File: src/rtl/ec_result_collector.sv
// ec_result_collector: drains the fixpnt, flags and digits FIFOs in lockstep,
// packs each entry into a 64-bit record and offers it on a valid/ready port.
// Ports: clk/reset_in (sync, active high); start/expected_cnt begin a batch;
//   fix_rd_used/flags_rd_used gate popping; fix_*/ec_* are FIFO q outputs;
//   rd_req pops all three FIFOs; rec_valid/rec_ready/rec_data carry records;
//   cor/uncor/mal_cnt, rec_cnt, batch_done report per-batch progress.
// Build option: define EC_COLLECT_STATS_EN to build the error statistics
//   counters; otherwise cor_cnt/uncor_cnt/mal_cnt are tied to zero.
module ec_result_collector #(
  parameter int RESULT_CNT_W = 20,
  parameter int STAT_W       = 16
) (
  input  logic                    clk,
  input  logic                    reset_in,
  input  logic                    start,
  input  logic [RESULT_CNT_W-1:0] expected_cnt,
  input  logic [9:0]              fix_rd_used,
  input  logic [8:0]              flags_rd_used,
  input  logic                    fix_sign,
  input  logic                    fix_ov1,
  input  logic [31:0]             fix_data,
  input  logic [2:0]              ec_flags,
  input  logic [19:0]             ec_err_digs,
  output logic                    rd_req,
  output logic                    rec_valid,
  input  logic                    rec_ready,
  output logic [63:0]             rec_data,
  output logic [STAT_W-1:0]       cor_cnt,
  output logic [STAT_W-1:0]       uncor_cnt,
  output logic [STAT_W-1:0]       mal_cnt,
  output logic [RESULT_CNT_W-1:0] rec_cnt,
  output logic                    batch_done
);

  typedef enum logic [1:0] {
    S_IDLE,
    S_RD,
    S_WAIT,
    S_OUT
  } state_t;

  state_t state_q;
  state_t state_d;

  logic avail;
  logic accept;
  logic [RESULT_CNT_W-1:0] expected_q;

  assign avail  = (fix_rd_used != '0) && (flags_rd_used != '0);
  assign accept = (state_q == S_OUT) && rec_ready;

  always_ff @(posedge clk) begin
    if (reset_in) begin
      state_q <= S_IDLE;
    end else begin
      state_q <= state_d;
    end
  end

  always_comb begin
    state_d   = state_q;
    rd_req    = 1'b0;
    rec_valid = 1'b0;
    unique case (state_q)
      S_IDLE: begin
        if (avail) begin
          state_d = S_RD;
        end
      end
      S_RD: begin
        rd_req  = 1'b1;
        state_d = S_WAIT;
      end
      S_WAIT: begin
        state_d = S_OUT;
      end
      S_OUT: begin
        rec_valid = 1'b1;
        if (rec_ready) begin
          state_d = S_IDLE;
        end
      end
    endcase
  end

  // Non-showahead FIFOs: q is valid the cycle after rd_req.
  always_ff @(posedge clk) begin
    if (reset_in) begin
      rec_data <= '0;
    end else if (state_q == S_WAIT) begin
      rec_data <= {7'b0, ec_flags, fix_ov1, fix_sign,
                   ec_err_digs, fix_data};
    end
  end

  // A start coinciding with an accept counts that record in the new batch.
  always_ff @(posedge clk) begin
    if (reset_in) begin
      expected_q <= '0;
      rec_cnt    <= '0;
    end else if (start) begin
      expected_q <= expected_cnt;
      rec_cnt    <= {{(RESULT_CNT_W-1){1'b0}}, accept};
    end else if (accept && (rec_cnt != '1)) begin
      rec_cnt <= rec_cnt + 1'b1;
    end
  end

  assign batch_done = (rec_cnt == expected_q);

`ifdef EC_COLLECT_STATS_EN
  logic [STAT_W-1:0] cor_q;
  logic [STAT_W-1:0] unc_q;
  logic [STAT_W-1:0] mal_q;

  function automatic logic [STAT_W-1:0] sat_inc(
    input logic [STAT_W-1:0] c,
    input logic              b
  );
    return (b && (c != '1)) ? c + 1'b1 : c;
  endfunction

  // Flags come from the held record, not the live FIFO q.
  always_ff @(posedge clk) begin
    if (reset_in) begin
      cor_q <= '0;
      unc_q <= '0;
      mal_q <= '0;
    end else if (start) begin
      cor_q <= {{(STAT_W-1){1'b0}}, accept & rec_data[54]};
      unc_q <= {{(STAT_W-1){1'b0}}, accept & rec_data[55]};
      mal_q <= {{(STAT_W-1){1'b0}}, accept & rec_data[56]};
    end else if (accept) begin
      cor_q <= sat_inc(cor_q, rec_data[54]);
      unc_q <= sat_inc(unc_q, rec_data[55]);
      mal_q <= sat_inc(mal_q, rec_data[56]);
    end
  end

  assign cor_cnt   = cor_q;
  assign uncor_cnt = unc_q;
  assign mal_cnt   = mal_q;
`else
  assign cor_cnt   = '0;
  assign uncor_cnt = '0;
  assign mal_cnt   = '0;
`endif

endmodule

File: config.mk
export PLATFORM = sky130hd
export DESIGN_NAME = ec_result_collector
export DESIGN_NICKNAME = d
export VERILOG_FILES = /design/src/rtl/ec_result_collector.sv
export SDC_FILE = /design/constraint.sdc
export NUM_CORES = 1
export LEC_CHECK = 0
export BUFFER_PORTS_ARGS = -buffer_cell sky130_fd_sc_hd__buf_2
export CAP_MARGIN = 20
export CORE_AREA = 2 2 128 130
export CTS_BUF_LIST = sky130_fd_sc_hd__clkbuf_2
export DETAILED_ROUTE_END_ITERATION = 10
export DIE_AREA = 0 0 130 132
export PLACE_DENSITY_LB_ADDON = 0.1
export SYNTH_ARGS = -nofsm -noshare
export SYNTH_HDL_FRONTEND = slang
export SYNTH_SLANG_ARGS = --single-unit
File: constraint.sdc
create_clock -name clk -period 1.8 [get_ports clk]
set_input_delay 0.09 -clock clk [delete_from_list [all_inputs] [get_ports clk]]
set_output_delay 0.09 -clock clk [all_outputs]
set_load 0.1 [all_outputs]
**After elaboration in Yosys (flattened, before gate mapping)**

Cells that the tools add are included.

- Register bits: 99
- Input bits: 100
- Output and inout bits: 135
- Word-level logic and storage cells: 29

- Add/subtract/negate cells: 1
- Equality and inequality tests: 7
- Muxes and demuxes: 7
- Reductions and logical operators: 9

Operators by type and width:

| operator | count |
|---|---|
| 20-bit by 1-bit adder with 20-bit output (second input constant) | 1 |
| 20-bit == test | 1 |
| 20-bit != test (second input constant) | 1 |
| 10-bit nonzero test | 1 |
| 9-bit nonzero test | 1 |
| 2-bit case mux with 4 select lines | 1 |
| 2-bit == test (second input constant) | 2 |
| 1-bit 2-to-1 mux | 4 |
| 2-bit 2-to-1 mux | 2 |
| 2-bit != test (second input constant) | 2 |
| 1-bit logical AND | 3 |
| 2-bit by 1-bit == test with 1-bit output (second input constant) | 1 |
| 2-bit logical NOT | 1 |
| 2-bit AND reduction | 1 |
| 2-bit nonzero test | 1 |
| 2-bit OR reduction | 1 |

**Logic depth before layout (Yosys ltp)**

Gate-level depths: netlist (run 1).

- Depth after elaboration: 5
- Mapped depth: 7

**Least setup slack after synthesis (run 1)**

Ideal clock, no wire load.

- Path kind: reg-to-output
- Start point: reg rec_cnt[2]
- End point: out batch_done
- Arrival: 3,727 ps
- Data required time: 1,710 ps
- Slack: -2,017 ps
- Stages on the path, launching flop included: 6
- Path buffers: 1
- Cells stage by stage: dfxtp_1 -> buf_2 -> xor2_1 -> nor4_1 -> nand3_1 -> nor3_1

- Cells in the longest elaborated chain, start to end: 1

Ends and longest elaborated chain:

| what | line | text |
|---|---|---|
| from (decl) | 31 | `output logic [RESULT_CNT_W-1:0] rec_cnt,` |
| from (signal assigned) | 103 | `rec_cnt <= {{(RESULT_CNT_W-1){1'b0}}, accept};` |
| from (signal assigned) | 105 | `rec_cnt <= rec_cnt + 1'b1;` |
| 20-bit == test | 109 | `assign batch_done = (rec_cnt == expected_q);` |
| to (decl) | 32 | `output logic batch_done` |

Every way passes these cells.

**Final worst setup path (run 1)**

- Start point: reg expected_q[15]
- End point: out batch_done

- Cells in the longest elaborated chain, start to end: 1

Ends and longest elaborated chain:

| what | line | text |
|---|---|---|
| from (decl) | 47 | `logic [RESULT_CNT_W-1:0] expected_q;` |
| from (signal assigned) | 102 | `expected_q <= expected_cnt;` |
| 20-bit == test | 109 |  |

Every way passes these cells.

==> run metrics, run 1 <==
status=complete, but fails checks; failing checks=setup timing; CP arrival=2020 ps; crit path launch type=flip-flop; CP max stage delay=400 ps; final slew viol count=0; Synth cell types=43; leak pwr=3.42 nW; Worst R2R Setup Slack=-10 ps; post-detail-place hpwl=9410 um; layout cells sized above 1=0.342; wire length per cell=13.5 um; first-pass iteration count of the detailed router=4; Worst Slack Setup Final=-306 ps; Rows=46; Hold Path Class=in2reg; Core Region=15700 um2; commonest non-fill, non-tap cells in the layout=buf_2 (176), dlygate4sd3_1 (115), nor2_1 (97); commonest non-fill, non-tap cell in the layout=buf_2; drc violations=0; Worst Path Required=1710 ps; total wire length=13600 um; clock sinks=99; DRT iter0 DRCs=95; Inserted Clock Buffers=9; DR vias=4202; CP endpoint kind=output pin; Tot GR Track Use=0.156; post-synthesis sequential area ratio=0.428; RSZ-0062 raised after global routing=true; Max FO, Critical Path=2; placed cell areas=5700 um2; CP max stage cell=dfxtp_2; via/cell ratio=4.18; Buf/Inv on CP=1; Hold WS=115 ps; Fin. Hold Viols=0; critical path class=reg2out; Fmax achieved=475 MHz; Overflow after GRT=0; final-stage net count=892; Final Power=7.79 mW; Clock Skews=25.4 ps; clk root buf=clkbuf_2; placement-stage worst setup slack=50.5 ps; setup TNS=-314 ps; Die Ht=132 um; Clk pin slew, worst setup/hold paths=280 ps; Final Util=0.451; Yosys Warn Count=0; Max H-tree Level=3; die area=17200 um2; Max Cap Viol=0; initial antenna violation count=0; Post-synth EDFFs=0; GP Congestion=0.790; final setup fails=2; Seq cells post-synth=99; post-route cell area=7080 um2; minimum clock period=2110 ps; Post-synth ARST share=0; placed cell count=862; crit-path cells=xor2_1 > nor4_1 > nand3_1 > nor3_4 > buf_12; TritonCTS clock tree=built; vias in the first global route=4369; Antenna Nets Post-Route=0; post-synthesis area per instance=9.64 um2; die span in x=130 um; fin cells=1006; CP delay by family, top=simple AND/OR/NAND/NOR gates; antenna diode count=0; P per Cell Area=1100 nW/um2; initial core utilization=0.295; later-pin clock latency in the skew report=600 ps; CTS Buffer Depth=2; IO Pins=235; synth-to-layout area growth=53.0%; Max IR drop VDD=0.814 mV; first-pass GRT wire length=21300 um; IO Port Bufs=179; Mapped Cells=480; largest net degree at the start of global routing=78; dominant synthesized flop cell=dfxtp_1; final period utilization=1.17; synthesized area=4630 um2
-- cell families after synthesis --
kind of cell,after synthesis,synth area share
xor gates and xnor gates,35,0.0662
muxes,78,0.169
adders and majority gates,6,0.0162
buffers and inverters,84,0.119
other,1,0.000810
AOI/OAI and AO/OA,20,0.0316
and+or+nand+nor,157,0.169
DFF,99,0.428
-- metal layers --
| metal | GRT usage | share of wire |
|---|---|---|
| met1 | 0.179 | 0.42 |
| met2 | 0.278 | 0.50 |
| met3 | 0.0390 | 0.067 |
| met4 | 0.0526 | 0.014 |
| met5 | 0 | 0 |
-- area by class of cell --
| cell class | instances | area, um2 |
|---|---|---|
| repair buffers | 322 | 2310 |
| inverters | 3 | 11.3 |
| multi-input cells | 351 | 2370 |
| fillers | 1604 | 8630 |
| well taps | 216 | 270 |
| flip-flops and latches | 99 | 2050 |
| clock buffers | 10 | 50.0 |
| clock inverters | 5 | 28.8 |
-- synthesized netlist by cell type, types with 6 or more instances --
| cell | count | share of area |
|---|---|---|
| a21oi_1 | 9 | 0.0097 |
| nand2_1 | 10 | 0.0081 |
| xnor2_1 | 15 | 0.028 |
| mux2i_1 | 78 | 0.17 |
| nor2_1 | 97 | 0.079 |
| nand4_1 | 7 | 0.0095 |
| nand3_1 | 13 | 0.014 |
| dfxtp_1 | 99 | 0.43 |
| ha_1 | 6 | 0.016 |
| clkbuf_1 | 15 | 0.012 |
| buf_4 | 55 | 0.089 |
| xor2_1 | 20 | 0.038 |
-- flip-flops by register name (all words and copies together), names as in the netlist --
register,cells
rec_cnt,20
expected_q,20
state_q,2
rec_data,57
-- where the power goes --
| group | switching [mW] | internal, mW | total [mW] |
|---|---|---|---|
| Sequential | 0.155 | 2.46 | 2.61 |
| Clock | 0.773 | 0.179 | 0.951 |
| Combinational | 3.11 | 1.11 | 4.22 |
-- worst paths after layout --
path | from | end | cells past startpoint
worst min-delay path | fix_rd_used[9] | state_q[0] | 5
worst max register to register | state_q[1] | state_q[1] | 6
worst min register to register | rec_data[25] | rec_data[25] | 2
worst max-delay path | expected_q[15] | batch_done | 5
-- worst min-delay path, delay by kind of cell --
family / cells / cell delay, ps
buffers and inverters: 1 / 90
AO/OA/AOI/OAI: 3 / 330
AND/OR/NAND/NOR: 1 / 170
-- what timing repair did --
item,4_1_cts,5_1_grt
setup endpoints to repair,3,7
hold buffers,115,0
pin swaps,5,8
gates resized for setup,5,11
buffers inserted,5,9
hold endpoints to repair,83,0
Power figures use the tool's default switching activity.
==> run 2: changes to the inputs <==
--- a/config.mk
+++ b/config.mk
@@ -5,12 +5,14 @@
 export SDC_FILE = /design/constraint.sdc
 export NUM_CORES = 1
 export LEC_CHECK = 0
+export ABC_AREA = 1
 export BUFFER_PORTS_ARGS = -buffer_cell sky130_fd_sc_hd__buf_2
 export CAP_MARGIN = 20
-export CORE_AREA = 2 2 128 130
+export CORE_AREA = 2 2 131 133
 export CTS_BUF_LIST = sky130_fd_sc_hd__clkbuf_2
+export CTS_CLUSTER_SIZE = 20
 export DETAILED_ROUTE_END_ITERATION = 10
-export DIE_AREA = 0 0 130 132
+export DIE_AREA = 0 0 133 135
 export PLACE_DENSITY_LB_ADDON = 0.1
 export SYNTH_ARGS = -nofsm -noshare
 export SYNTH_HDL_FRONTEND = slang
==> run 2 against run 1 <==
The flow still finishes with violations (setup timing). Power rose by 29%. Global-route usage is 1.5 points higher. Clock-buffer cell count is the same. Register-to-register slack better by 70 ps. Synthesized cell count up 39%. Core utilization decreased by 0.62 points. Worst hold slack improved by 67 ps. First-iteration DRC count increased by 150%. Clock power is 34% higher. Cell area up 3.0%. Critical endpoint unchanged.
==> run metrics, run 2 <==
max FFs per register=57; Synth cell types=33; crit-path cells=o21ai_2 > nor4_4 > nand2_1 > nor2_4 > buf_12; placement-stage worst setup slack=-82.8 ps; Post-synth ARST share=0; post-synthesis sequential area ratio=0.408; layout cells sized above 1=0.316; final setup fails=1; Tot GR Track Use=0.170; drc violations=0; R2R Path Start=rec_cnt[0]; Post-synth EDFFs=0; IO Port Bufs=179; commonest non-fill, non-tap cell in the layout=nor2_1; Fin. Hold Viols=0; via/cell ratio=4.28; first-pass GRT wire length=24200 um; final slew viol count=0; total wire length=15500 um; Final Util=0.445; hold_sp=reset_in; initial core utilization=0.296; Setup crit start=rec_cnt[3]; IO Pins=235; commonest cells in the netlist=nor2_1 (191), dfxtp_1 (99), o21ai_0 (83); final-stage net count=1059; minimum clock period=2070 ps; Most flops, register=rec_data; fin cells=1179; count leader, synth=nor2_1; Clk pin slew, worst setup/hold paths=270 ps; TritonCTS clock tree=built; Synth area leader=dfxtp_1; crit path launch type=flip-flop; Hold Path Class=in2reg; Worst Path Required=1710 ps; Yosys Warn Count=0; Seq cells post-synth=99; Core Region=16400 um2; later-pin clock latency in the skew report=610 ps; DR vias=5049; commonest non-fill, non-tap cells in the layout=nor2_1 (190), buf_2 (172), dlygate4sd3_1 (100); final period utilization=1.15; Worst-Margin Slew=696 ps; die area=18000 um2; Mapped Cells=666; CP max stage cell=dfxtp_4; wire length per cell=13.2 um; CTS Buffer Depth=2; leak pwr=3.52 nW; CP max stage delay=460 ps; Inserted Clock Buffers=9; P per Cell Area=1380 nW/um2; synth-to-layout area growth=50.2%; dominant synthesized flop cell=dfxtp_1; Max IR drop VDD=1.03 mV; Rows=47; failing checks=setup timing; CP arrival=1980 ps; die span in x=133 um; top flop regs=rec_data: 57 flops, expected_q: 20 flops, rec_cnt: 20 flops; Die Ht=135 um; Max Cap Viol=0; post-synthesis area per instance=7.29 um2; post-synth top area share=0.408; first-pass iteration count of the detailed router=4; status=complete, but fails checks; synthesized area=4850 um2; post-detail-place hpwl=10600 um; Fmax achieved=482 MHz; Worst Slack Setup Final=-275 ps; Max-slew headroom=0.535; Final Power=10.1 mW; critical path class=reg2out; Max H-tree Level=3; setup TNS=-275 ps; RSZ-0062 raised after global routing=true; GP Congestion=0.817; largest net degree at the start of global routing=80; most area-consuming cells after synthesis=dfxtp_1 (41%), nor2_1 (15%), buf_4 (8.7%); vias in the first global route=4761; Antenna Nets Post-Route=0; Max FO, Critical Path=7; clock sinks=99; CP endpoint kind=output pin; Overflow after GRT=0; clk root buf=clkbuf_2; DRT iter0 DRCs=237; placed cell count=1042; initial antenna violation count=1; Clock Skews=27.1 ps; # fillers=1691
==> run 2: cell count changes after synthesis, sizes merged, moves of 8 or more <==
cell	previous run	this run
o21ai	2	84
nor2	98	196
a21oi	10	22
inv	3	30
nand2	10	87
mux2i	78	0
xnor2	15	7
==> run 2: area by class of cell <==
cell class | count | area [um2] | share of cell area
diodes | 1 | 2.50 | 0.000343
well taps | 220 | 275 | 0.0377
inverters | 30 | 116 | 0.0160
flip-flops and latches | 99 | 2040 | 0.280
clock inverters | 6 | 86.3 | 0.0118
multi-input cells | 505 | 2510 | 0.345
clock buffers | 10 | 50.0 | 0.00686
repair buffers | 308 | 2210 | 0.302
==> run 2: what timing repair did <==
item                                   in CTS  in global routing
endpoints found under the hold margin      85                  0
pin swaps                                   5                 10
setup endpoints to repair                  19                 21
hold buffers                              100                  0
gates resized for setup                    14                 27
setup buffers                               6                 13
cloned                                      1                  0
==> run 2: worst paths after layout <==
| check | end | slack, ps | cells past startpoint |
|---|---|---|---|
| worst max-delay path | batch_done | -270 | 5 |
| worst min-delay path | rec_cnt[0] | 180 | 3 |
| worst max register to register | rec_cnt[18] | 60 | 11 |
| worst min register to register | expected_q[18] | 500 | 2 |
==> run 2: stage by stage <==
step / hold slack [ps] / area [um2]
2_1_floorplan: 153 / 5110
3_3_place_gp: 307 / 5830
3_5_place_dp: 308 / 5830
4_1_cts: 129 / 7080
5_1_grt: 116 / 7290
6_report: 181 / 7290
==> run 2: cell families after synthesis <==
group,after synthesis,synth area share
xor gates and xnor gates,22,0.0397
DFF,99,0.408
AOI/OAI and AO/OA,108,0.122
buffers and inverters,117,0.140
and+or+nand+nor,313,0.273
adders and majority gates,6,0.0155
other,1,0.000772
==> run 2: layer usage <==
metal	global-route usage	wire, um	vias to the layer above
met5	0	0	-
li1	-	-	2564
met4	0.0621	351	0
met3	0.0533	1110	22
met1	0.205	6580	2303
met2	0.287	7500	160
==> run 2: power by group <==
| part | switching [mW] | leakage (nW) | internal, mW |
|---|---|---|---|
| clock network | 0.796 | 0.0872 | 0.471 |
| logic | 4.92 | 2.60 | 0.934 |
| registers | 0.252 | 0.826 | 2.68 |
==> run 2: critical path: cells and delay by family (launching register included) <==
family / cells / cell delay, ps
compound gates: 1 / 110
flops: 1 / 460
buf+inv: 1 / 180
simple gates: 3 / 620
